==> src/rtl/mempool_ctrl_regfile.sv <==
// mempool_ctrl_regfile
//   AXI-Lite slave holding the MemPool control/status registers. It reports
//   the TCDM geometry and core count, produces per-core wake-up pulses and
//   holds the end-of-computation (EOC) word. Reads and writes are served by
//   two independent FSMs. Each FSM allows one outstanding transaction.
//
// Register map (decoded on addr[7:2]):
//   0x00 TCDM_START RO | 0x04 TCDM_END RO | 0x08 NUM_CORES RO
//   0x0C WAKE_UP    RW | 0x10 EOC      RW | 0x14..0xFC unmapped (SLVERR)
//
// Ports:
//   clk_i           clock, rising edge
//   rst_i           synchronous reset, active-high
//   axi_lite_req_i  AXI-Lite request  (aw, w, b_ready, ar, r_ready + valids)
//   axi_lite_resp_o AXI-Lite response (readies, b, b_valid, r, r_valid)
//   wake_up_o       one-cycle wake pulse per core
//   eoc_o           EOC register value
//   eoc_valid_o     EOC register bit 0

package mempool_ctrl_regfile_pkg;
    typedef struct packed {
        logic [31:0] addr;
    } axi_lite_ax_t;

    typedef struct packed {
        logic [31:0] data;
        logic [3:0]  strb;
    } axi_lite_w_t;

    typedef struct packed {
        logic [1:0] resp;
    } axi_lite_b_t;

    typedef struct packed {
        logic [31:0] data;
        logic [1:0]  resp;
    } axi_lite_r_t;

    typedef struct packed {
        axi_lite_ax_t aw;
        logic         aw_valid;
        axi_lite_w_t  w;
        logic         w_valid;
        logic         b_ready;
        axi_lite_ax_t ar;
        logic         ar_valid;
        logic         r_ready;
    } axi_lite_req_t;

    typedef struct packed {
        logic         aw_ready;
        logic         w_ready;
        axi_lite_b_t  b;
        logic         b_valid;
        logic         ar_ready;
        axi_lite_r_t  r;
        logic         r_valid;
    } axi_lite_resp_t;
endpackage

module mempool_ctrl_regfile
    import mempool_ctrl_regfile_pkg::*;
#(
    parameter int unsigned NumCores     = 256,
    parameter logic [31:0] TCDMBaseAddr = 32'h0000_0000,
    parameter logic [31:0] TCDMSize     = 32'h0010_0000
) (
    input  logic                clk_i,
    input  logic                rst_i,
    input  axi_lite_req_t       axi_lite_req_i,
    output axi_lite_resp_t      axi_lite_resp_o,
    output logic [NumCores-1:0] wake_up_o,
    output logic [31:0]         eoc_o,
    output logic                eoc_valid_o
);

    localparam int unsigned IdxW      = (NumCores > 1) ? $clog2(NumCores) : 1;
    localparam logic [31:0] TcdmEnd   = TCDMBaseAddr + TCDMSize;  // wraps mod 2^32
    localparam logic [31:0] NumCoresW = 32'(NumCores);

    localparam logic [5:0] OffStart  = 6'd0;
    localparam logic [5:0] OffEnd    = 6'd1;
    localparam logic [5:0] OffCores  = 6'd2;
    localparam logic [5:0] OffWake   = 6'd3;
    localparam logic [5:0] OffEoc    = 6'd4;

    localparam logic [1:0] RespOkay   = 2'b00;
    localparam logic [1:0] RespSlvErr = 2'b10;

    typedef enum logic { W_IDLE, W_RESP } w_state_e;
    typedef enum logic { R_IDLE, R_DATA } r_state_e;

    w_state_e w_state_q, w_state_d;
    r_state_e r_state_q, r_state_d;

    logic [31:0]         wake_reg_q, eoc_q;
    logic [NumCores-1:0] wake_pulse_q, wake_pulse_d;
    logic [1:0]          b_resp_q, b_resp_d;
    logic [31:0]         r_data_q, r_data_d;
    logic [1:0]          r_resp_q, r_resp_d;

    logic        aw_ready, w_ready, b_valid, ar_ready, r_valid;
    logic        write_hs;
    logic [5:0]  w_off, r_off;
    logic [31:0] wmask, wake_merged, eoc_merged;

    // Address bits outside [7:2] play no part in decoding.
    logic unused_addr_bits;
    assign unused_addr_bits = ^{axi_lite_req_i.aw.addr[31:8], axi_lite_req_i.aw.addr[1:0],
                                axi_lite_req_i.ar.addr[31:8], axi_lite_req_i.ar.addr[1:0]};

    assign w_off = axi_lite_req_i.aw.addr[7:2];
    assign r_off = axi_lite_req_i.ar.addr[7:2];

    // Expand byte strobes into a bit mask and merge into the RW registers.
    always_comb begin
        wmask = '0;
        for (int i = 0; i < 4; i++) begin
            wmask[8*i +: 8] = {8{axi_lite_req_i.w.strb[i]}};
        end
    end

    assign wake_merged = (wake_reg_q & ~wmask) | (axi_lite_req_i.w.data & wmask);
    assign eoc_merged  = (eoc_q      & ~wmask) | (axi_lite_req_i.w.data & wmask);

    // Write FSM: address and data must arrive together to be accepted.
    always_comb begin
        w_state_d = w_state_q;
        b_resp_d  = b_resp_q;
        aw_ready  = 1'b0;
        w_ready   = 1'b0;
        b_valid   = 1'b0;
        write_hs  = 1'b0;
        unique case (w_state_q)
            W_IDLE: begin
                aw_ready = axi_lite_req_i.aw_valid && axi_lite_req_i.w_valid;
                w_ready  = axi_lite_req_i.aw_valid && axi_lite_req_i.w_valid;
                if (axi_lite_req_i.aw_valid && axi_lite_req_i.w_valid) begin
                    write_hs  = 1'b1;
                    b_resp_d  = (w_off <= OffEoc) ? RespOkay : RespSlvErr;
                    w_state_d = W_RESP;
                end
            end
            W_RESP: begin
                b_valid = 1'b1;
                if (axi_lite_req_i.b_ready) begin
                    w_state_d = W_IDLE;
                end
            end
            default: w_state_d = W_IDLE;
        endcase
    end

    // Wake decode: all-ones broadcasts, an in-range index selects one core.
    always_comb begin
        wake_pulse_d = '0;
        if (write_hs && (w_off == OffWake)) begin
            if (wake_merged == 32'hFFFF_FFFF) begin
                wake_pulse_d = '1;
            end else if (wake_merged < NumCoresW) begin
                wake_pulse_d[wake_merged[IdxW-1:0]] = 1'b1;
            end
        end
    end

    // Read FSM: data is captured at the AR handshake, so a write landing on
    // the same edge is not yet visible to that read.
    always_comb begin
        r_state_d = r_state_q;
        r_data_d  = r_data_q;
        r_resp_d  = r_resp_q;
        ar_ready  = 1'b0;
        r_valid   = 1'b0;
        unique case (r_state_q)
            R_IDLE: begin
                ar_ready = 1'b1;
                if (axi_lite_req_i.ar_valid) begin
                    r_resp_d  = RespOkay;
                    unique case (r_off)
                        OffStart: r_data_d = TCDMBaseAddr;
                        OffEnd:   r_data_d = TcdmEnd;
                        OffCores: r_data_d = NumCoresW;
                        OffWake:  r_data_d = wake_reg_q;
                        OffEoc:   r_data_d = eoc_q;
                        default: begin
                            r_data_d = '0;
                            r_resp_d = RespSlvErr;
                        end
                    endcase
                    r_state_d = R_DATA;
                end
            end
            R_DATA: begin
                r_valid = 1'b1;
                if (axi_lite_req_i.r_ready) begin
                    r_state_d = R_IDLE;
                end
            end
            default: r_state_d = R_IDLE;
        endcase
    end

    // Control state, registers and wake pulse: cleared by reset.
    always_ff @(posedge clk_i) begin
        if (rst_i) begin
            w_state_q    <= W_IDLE;
            r_state_q    <= R_IDLE;
            wake_reg_q   <= '0;
            eoc_q        <= '0;
            wake_pulse_q <= '0;
        end else begin
            w_state_q    <= w_state_d;
            r_state_q    <= r_state_d;
            wake_pulse_q <= wake_pulse_d;
            if (write_hs && (w_off == OffWake)) begin
                wake_reg_q <= wake_merged;
            end
            if (write_hs && (w_off == OffEoc)) begin
                eoc_q <= eoc_merged;
            end
        end
    end

    // Response payloads: only meaningful while the matching valid is high.
    always_ff @(posedge clk_i) begin
        b_resp_q <= b_resp_d;
        r_data_q <= r_data_d;
        r_resp_q <= r_resp_d;
    end

    always_comb begin
        axi_lite_resp_o          = '0;
        axi_lite_resp_o.aw_ready = aw_ready;
        axi_lite_resp_o.w_ready  = w_ready;
        axi_lite_resp_o.b.resp   = b_resp_q;
        axi_lite_resp_o.b_valid  = b_valid;
        axi_lite_resp_o.ar_ready = ar_ready;
        axi_lite_resp_o.r.data   = r_data_q;
        axi_lite_resp_o.r.resp   = r_resp_q;
        axi_lite_resp_o.r_valid  = r_valid;
    end

    assign wake_up_o   = wake_pulse_q;
    assign eoc_o       = eoc_q;
    assign eoc_valid_o = eoc_q[0];

endmodule

==> config.mk <==
export PLATFORM = sky130hd
export DESIGN_NAME = mempool_ctrl_regfile
export DESIGN_NICKNAME = d
export VERILOG_FILES = /design/src/rtl/mempool_ctrl_regfile.sv
export SDC_FILE = /design/constraint.sdc
export NUM_CORES = 1
export LEC_CHECK = 0
export CORE_MARGIN = 4
export CORE_UTILIZATION = 25
export DETAILED_ROUTE_END_ITERATION = 8
export DONT_BUFFER_PORTS = 1
export PLACE_DENSITY = 0.43
export SETUP_SLACK_MARGIN = 0.15
export SYNTH_ARGS = -nofsm -noshare
export SYNTH_HDL_FRONTEND = slang
export SYNTH_SLANG_ARGS = --single-unit
==> constraint.sdc <==
create_clock -name clk_i -period 2.1 [get_ports clk_i]
set_input_delay 0.21 -clock clk_i [delete_from_list [all_inputs] [get_ports clk_i]]
set_output_delay 0.21 -clock clk_i [all_outputs]
set_load 0.005 [all_outputs]
======== Yosys cells after proc, flatten, opt, wreduce, memory -nomap -nowiden ========
Index checks and enable logic that the tools add are counted.
storage, ports and cells
  bits in registers ....................... 358
  bits in latches ......................... 0
  memory bits (writable) .................. 0
  ROM bits ................................ 0
  memories ................................ 0
operators by class
  add/sub/neg operators ................... 0
  multiply operators ...................... 0
  div/mod/pow operators ................... 0
  magnitude comparators ................... 4
  eq/ne operators ......................... 7
  shifts and indexed selects .............. 0
  mux-type cells .......................... 18
  bitwise gates (word level) .............. 9
  reduce and logical (&&, ||, !) cells .... 9
operators with widths
  operator                count
  $mux W256               2
  $pmux W32 S4            1
  $and A32 B32 Y32        3
  $or A32 B32 Y32         2
  $eq A32 B32 Y1 const B  1
  $lt A32 B9 Y1 const B   1
  $not A32 Y32            1
  $eq A6 B2 Y1 const B    3
  $eq A6 B3 Y1 const B    2
  $mux W1                 10
  $lt A8 B9 Y1 const B    1
  $demux W1 S8            1
  $ge A8 B1 Y1 const B    1
  $eq A6 B1 Y1 const B    1
  $le A6 B3 Y1 const B    1
  $logic_not A6 Y1        1
  $reduce_or A5 Y1        1
  $logic_and A1 B1 Y1     4
  $mux W2                 2
  $pmux W1 S2             2
  $reduce_and A2 Y1       2
  $not A1 Y1              3
  $reduce_or A2 Y1        1

======== Longest topological paths before layout ========
Gate-level depths: netlist of run 1.
  word-level depth ........................ 9
  mapped depth ............................ 9
  mapped depth without buffers ............ 5

======== Worst setup path before layout of run 1 ========
Ideal clock, no wire load.
  kind .................................... input -> register
  start ................................... input port axi_lite_req_i[78] (netlist name)
  end ..................................... register wake_pulse_q[246], in the netlist wake_up_o[246]
  setup time .............................. 0.074 ns
  arrival ................................. 2.202 ns
  slack ................................... -0.176 ns
  stages .................................. 7
  buffers on the path ..................... 2
  path through ............................ or3_4 -> or4_4 -> nand3b_4 -> or4_4 -> buf_2 -> clkbuf_1 -> o21ai_0
between the ends
  word-level cells in the longest chain between the ends .. 4
ends and longest elaborated chain
  item                        line  text
  start, declared             70    input axi_lite_req_t axi_lite_req_i,
  $eq A6 B2 Y1                157   if (write_hs && (w_off == OffWake)) begin
  $logic_and A1 B1 Y1         157
  $not A1 Y1 (no line)        n/a
  $reduce_or A2 Y1 (no line)  n/a
  end signal, assigned        214   wake_pulse_q <= wake_pulse_d;
  end, declared               97    logic [NumCores-1:0] wake_pulse_q, wake_pulse_d;
No other way between the ends.
A chain may end at the register's enable or synchronous reset.

======== Worst setup path after layout of run 1 ========
  start ................................... register wake_reg_q[19]
  end ..................................... register wake_pulse_q[253], in the netlist wake_up_o[253]
between the ends
  word-level cells in the longest chain between the ends .. 5
  elaborated cells on any way between the ends .. 6
ends and longest elaborated chain
  item                    line  text
  start, declared         96    logic [31:0] wake_reg_q, eoc_q;
  start signal, assigned  216   wake_reg_q <= wake_merged;
  $and A32 B32 Y32 *      123   assign wake_merged = (wake_reg_q & ~wmask) | (axi_lite_req_i.w.data & wmask);
  $or A32 B32 Y32 *       123
  $lt A32 B9 Y1           160   end else if (wake_merged < NumCoresW) begin
  $mux W256               160
  $mux W256 *             158   if (wake_merged == 32'hFFFF_FFFF) begin
Every way passes the cells marked *; elsewhere a longest branch is shown, timed or not.

==> metrics.txt, run 1 <==
startpoint type of the worst setup path=flip-flop; final cell count without fillers=1864; failing checks=negative hold slack, negative setup slack; simple logic cell fraction of the synthesized area=0.1243; fin crit share=1.128; DRC viols=0; port buffer count=0; status=complete, but fails checks; Synth Area in Adders=0; worst skew pair latency=0.54 ns; unrepaired setup endpoints after global routing=true; Max Root-Sink Buffers=3; via count=9257; ANT nets after route=0; Hold WS=-0.01486 ns; min Tclk post-route=2.369 ns; start point of the critical path=wake_reg_q[19]; Max Clk Rate=422.1 MHz; syn_area_per_cell=10.03 um2; placement row count=78; CP max stage delay=0.57 ns; GRT Total Usage=0.1745; Tightest Hold Check Type=in2reg; ratio of cells with drive above 1 in the final layout=0.2249; largest family of logic cells by synthesized area=compound AO/OA/AOI/OAI gates; Least-Margin Pin Slew=0.7423 ns; Worst Skew=0.01005 ns; gr ovfl total=0; antenna violations before repair=1; Synth Register Bits=356; Final Util=0.3405; Fin Setup TNS=-52.64 ns; xor/xnor share of the synthesized area=0; crit-path cells=nor4_2, o21ai_1, or4_4, buf_6, or4_4, buf_12, o21ai_1; nets=1341; Crit Path Max Fanout=16; Post-Route WL=46.27 mm; top cells by area, synth=dfxtp_1, o21ai_0, edfxtp_1; peak supply drop=554.8 uV; Final Hold Viols=1; die width=222.9 um; Pwr Density=907.1 mW/mm2; sequential element share of the synthesized area=0.6467; largest net degree at the start of global routing=67; Core Region=0.04548 mm2; routed wire length per instance=24.82 um; I/O pin count=437; post-route total power=14.05 mW; Post-DP HPWL=29.04 mm; crit path DAT=2.84 ns; Max-slew headroom=0.5009; Total Die Area=0.04969 mm2; CTS clock-pin slew for the worst setup and hold paths=0.06 ns; largest area contributor in the netlist=dfxtp_1; drt via density=4.966; Die Span Y=222.9 um; final setup fails=256; Synth Instances=1151; min-delay src=axi_lite_req_i[76]; placed cell area=0.01275 mm2; RR Startpoint=wake_reg_q[19]; Netlist Area Pre-Place=0.01155 mm2; Iter 0 DRT Violations=669; H-tree Lvls=2; Critical Path RT=2.57 ns; number of global-route vias before repair=9029; max-cap viol count=0; Synth Area in Compound Gates=0.1799; final instance area=0.01549 mm2; CTS tree=done; worst setup path class=reg2reg; Placed Cells=1722; P&R area growth vs syn=34.14%; Initial Util=0.2539; Setup WS post-layout=-0.2694 ns; total CTS buffers=40; kind of end point of the critical path=flip-flop; Leakage=5.663 nW; Clock Sinks=356; slowest cell on the critical path=or4_4; Ys Warns=0; multiplexer share of the synthesized area=0.001734; placer congestion estimate=0.7756; Final Max Slew Viols=0; post-synth top area share=0.5583; global-route wire length before repair=65.65 mm; Yosys cell types=42; CTS root buf=clkbuf_16; DRT Pass-1 Iters=5
-- worst paths after layout --
kind                    end  slack (ns)  depth (start not counted)
max          wake_up_o[253]       -0.27                          7
min             b_resp_q[1]       -0.01                          2
max reg2reg  wake_up_o[253]       -0.27                          7
min reg2reg  wake_reg_q[15]        0.49                          2
-- cells in the mapped netlist, drive strengths merged --
cell type / number
or4: 19
nand2b: 10
dfxtp: 322
nand3b: 12
a21oi: 71
or3: 3
buf: 40
o31ai: 1
edfxtp: 34
o2111ai: 1
a22o: 30
a22oi: 1
nor3b: 6
and3: 1
a31oi: 3
a211oi: 1
nor2: 15
nand2: 113
nor2b: 1
mux2i: 2
nor4: 3
nor4b: 1
nand4: 7
and4: 1
or3b: 1
o22ai: 2
inv: 5
a21o: 4
conb: 1
nand3: 73
o21ai: 269
a32o: 2
clkbuf: 79
nor3: 17
-- cell families after synthesis --
family	count (synthesis)
compound gates	385
flops	356
simple gates	283
buf+inv	124
mux	2
other cells	1
-- registers in the layout, summed over array words and instances (netlist names), named ones only --
signal	cells
b_resp_q	1
r_data_q	32
r_resp_q	1
r_state_q	1
w_state_q	1
wake_reg_q	32
wake_up_o	256
-- worst max-delay path, delay by kind of cell (launching register included) --
family                 cells  cell delay, ns
buffers and inverters      2            0.34
AO/OA/AOI/OAI              2            0.27
AND/OR/NAND/NOR            3            1.34
flip-flops                 1            0.33
-- metrics by stage --
stage / hold slack (ns) / worst slack, ns
global route: 0.005394 / -0.3738
finish: -0.01486 / -0.2694
floorplan: 0.3101 / -0.1320
global placement: 0.2865 / -0.5143
CTS: 0.003519 / -0.2486
detailed placement: 0.2888 / -0.5051
-- cells in the final DEF, fill, tap and decap left out, types with 3 or more instances in the layout --
cell type,Yosys,layout
nand3b_1,11,11
dlygate4sd3_1,0,45
a21o_1,4,4
nand2b_1,10,10
nor3b_2,3,3
buf_8,0,5
a31oi_1,3,3
clkbuf_16,0,46
nor3_2,0,6
nor3b_1,3,3
buf_12,0,25
clkbuf_1,68,9
buf_4,9,54
clkbuf_8,0,5
or4_4,3,15
inv_1,5,5
nor2_1,15,15
buf_16,0,7
dfxtp_1,322,316
or4_1,16,5
nand4_1,7,7
nand3_1,73,72
nand2_1,113,113
buf_6,0,14
nor3_1,17,10
o21ai_2,0,69
a21oi_1,71,70
o21ai_1,9,137
a22o_1,30,30
edfxtp_1,34,34
bufbuf_16,0,4
o21ai_0,260,62
clkinv_2,0,5
dfxtp_2,0,6
-- layout make-up --
| class | count | area, um2 |
|---|---|---|
| Clock inverter | 15 | 121.4 |
| Sequential cell | 356 | 7475 |
| Clock buffer | 56 | 1154 |
| Timing Repair Buffer | 158 | 2012 |
| Multi-Input combinational cell | 673 | 3954 |
| Tap cell | 600 | 750.7 |
| Antenna cell | 1 | 2.502 |
| Fill cell | 4605 | 29990 |
| Inverter | 5 | 18.77 |
-- where the power goes --
part	internal (mW)	switching, mW	leakage, nW
sequential	6.89	0.0288	2.93
clock	3.98	2.83	0.625
combinational	0.136	0.184	2.11
total	11.0	3.04	5.66
-- routing by layer --
metal | up-vias | share of wire | GRT usage
li1 | 4238 | - | -
met5 | - | 0 | 0
met4 | 0 | 0.026 | 0.04832
met1 | 4517 | 0.41 | 0.2167
met2 | 428 | 0.47 | 0.2879
met3 | 74 | 0.088 | 0.06237
-- what timing repair did --
item / CTS / global route
hold endpoints to repair: 69 / 0
hold buffers: 46 / 0
pin swaps: 5 / 12
resized for setup: 96 / 94
cloned: 14 / 4
buffers inserted: 6 / 0
endpoints found under the setup margin: 256 / 256
No activity file was read; power rests on OpenSTA's default activity.
==> run 2, diff against run 1 <==
- PLACE_DENSITY: 0.43 -> 0.41
- clock period: 2.1 -> 2.37 ns (I/O delays scaled with it)
==> metrics.txt, run 2 (synthesis gave the netlist of run 1 again) <==
worst setup path class=reg2reg; Core Region=0.04548 mm2 (unchanged); gr ovfl total=0 (unchanged); DRT Pass-1 Iters=5 (unchanged); Final Max Slew Viols=0 (unchanged); Ant. Diodes=0 (-1); via count=9110 (-1.6%); most frequent cells in the layout=dfxtp_1, o21ai_0, nand2_1, o21ai_1, nand3_1; CP max stage delay=0.55 ns (-0.02 ns); ratio of cells with drive above 1 in the final layout=0.1720 (-0.05284); number of global-route vias before repair=8464 (-6.3%); Clock Power Share=0.490 (+0.005); Clock Sinks=356 (unchanged); Final Hold Viols=0 (-1); final cell count without fillers=1844 (-1.1%); Total Die Area=0.04969 mm2 (unchanged); peak supply drop=585.6 uV (+5.6%); die width=222.9 um (unchanged); I/O pin count=437 (unchanged); CTS clock-pin slew for the worst setup and hold paths=0.06 ns (about the same); flop2flop setup slack=0.05 ns (+0.32 ns); antenna violations before repair=0 (-1); ANT nets after route=0 (unchanged); CTS root buf=clkbuf_16; placed cell area=0.01239 mm2 (-2.8%); worst setup path end=wake_up_o[41]; CP delay by family, top=simple AND/OR/NAND/NOR gates; Pwr Density=841.3 mW/mm2 (-7.3%); flip-flop count of the largest register after layout=256 (unchanged); Least-Margin Pin Slew=0.6376 ns (-0.1047 ns); drt via density=4.940 (-0.52%); CP most frequent cell=or4_4; routed wire length per instance=25.17 um (+1.4%); Final Util=0.3286 (-0.01197); WP buf/inv=2 (unchanged); Post-Route WL=46.41 mm (+0.31%); status=completed; Worst path depth=7 (unchanged); fin crit share=0.9792 (-0.1491); RR Startpoint=w_state_q; nets=1322 (-1.4%); placement row count=78 (unchanged); Flop pwr share=0.488 (-0.005); Crit Path Max Fanout=37 (+21); Placed Cells=1698 (-1.4%); placer congestion estimate=0.7615 (-1.8%); start point of the critical path=w_state_q; unrepaired setup endpoints after global routing=true; Critical Path RT=2.84 ns (+0.27 ns); global-route wire length before repair=61.84 mm (-5.8%); min Tclk post-route=2.321 ns (-0.04863 ns); Hold WS=0.04818 ns (+0.06303 ns); total CTS buffers=39 (-2.5%); Switching Fraction=0.2114 (-0.005123); Max Clk Rate=430.9 MHz (+2.1%); largest net degree at the start of global routing=83 (+24%); kind of end point of the critical path=flip-flop; final instance area=0.01494 mm2 (-3.5%); crit-path cells=nand3b_1, or4_4, nand3b_4, or4_4, buf_12, clkbuf_16, o21ai_0; combinational power share=0.022 (about the same); Worst Skew=0.02210 ns (+0.01205 ns); port buffer count=0 (unchanged); startpoint type of the worst setup path=flip-flop; crit path DAT=2.79 ns (-0.05 ns); Fin Setup TNS=0 ns (+52.64 ns); Initial Util=0.2539 (unchanged); final setup fails=0 (-100%); Net Sw Power=2.658 mW (-13%); DRC viols=0 (unchanged); Setup WS post-layout=0.04925 ns (+0.3186 ns); Die Span Y=222.9 um (unchanged); CTS tree=done; max-cap viol count=0 (unchanged); Internal Power=9.914 mW (-9.9%); worst slack, placed=0.003453 ns (+0.5085 ns); H-tree Lvls=2 (unchanged); Max Root-Sink Buffers=3 (unchanged); slowest cell on the critical path=or4_4; worst-case reg-to-reg path depth=7 (unchanged); Max-slew headroom=0.5735 (+0.07265); Tightest Hold Check Type=in2reg; Leakage=5.358 nW (-5.4%); Post-DP HPWL=28.41 mm (-2.2%); GRT Total Usage=0.1639 (-0.01055); reg2reg end=wake_up_o[41]; P&R area growth vs syn=29.42%; worst skew pair latency=0.55 ns (about the same); Iter 0 DRT Violations=670 (+0.15%); post-route total power=12.57 mW (-11%); commonest non-fill, non-tap cell in the layout=dfxtp_1
[run 2: changes by cell type in the layout (fill, tap and decap cells not counted), moves of 4 or more]
| cell | change |
|---|---|
| dlygate4sd3_1 | +11 |
| clkbuf_8 | +4 |
| buf_6 | -8 |
| buf_12 | -19 |
| bufbuf_16 | -4 |
| o21ai_0 | +87 |
| o21ai_2 | -36 |
| o21ai_1 | -50 |
| clkbuf_16 | +6 |
[run 2: timing repair]
| action | CTS | global route |
|---|---|---|
| gates cloned | 0 | 16 |
| resized for setup | 0 | 159 |
| pin swaps | 0 | 12 |
| endpoints found under the hold margin | 69 | 0 |
| setup endpoints to repair | 232 | 262 |
| hold buffers | 57 | 0 |
| buffers inserted | 1 | 2 |
[run 2: worst register-to-register path, cell delays in order, from the launching register on]
cell and delay [ns]:
dfxtp_2 0.32, nand3b_1 0.17, or4_4 0.55, nand3b_4 0.19
or4_4 0.50, buf_12 0.20, clkbuf_16 0.23, o21ai_0 0.09
[run 2: metal layers]
metal | up-vias | routed length [um] | GRT usage
li1 | 4186 | - | -
met1 | 4468 | 19170 | 0.2073
met2 | 413 | 22400 | 0.2694
met3 | 43 | 4041 | 0.05724
met4 | 0 | 792 | 0.04096
met5 | - | 0 | 0
[run 2: cell type report]
class / count / area, um2
multi-input cells: 673 / 3792
flip-flops and latches: 356 / 7471
repair buffers: 140 / 1597
fillers: 4712 / 30540
inverters: 5 / 18.77
clock inverters: 10 / 126.4
well taps: 600 / 750.7
clock buffers: 60 / 1187
[run 2: how the worst min path moves through the flow]
stage             endpoint               from  slack [ns]  cells after the start
6_report       r_resp_q[1]  axi_lite_req_i[8]        0.05                      3
5_1_grt        r_data_q[5]  axi_lite_req_i[1]        0.04                      1
4_1_cts        r_resp_q[1]  axi_lite_req_i[8]       0.006                      3
3_5_place_dp     r_state_q              rst_i        0.32                      1
3_3_place_gp     r_state_q              rst_i        0.32                      1
2_1_floorplan    r_state_q  axi_lite_req_i[0]        0.34                      1
[run 2: power by group through the flow]
| stage | registers (mW) | clock network [mW] | logic (mW) |
|---|---|---|---|
| floorplan | 6.25 | 0 | 0.143 |
| global placement | 6.27 | 0 | 0.143 |
| CTS | 6.14 | 6.31 | 0.260 |
| finish | 6.13 | 6.17 | 0.272 |
| detailed placement | 6.27 | 0 | 0.143 |
| global route | 6.13 | 6.56 | 0.292 |
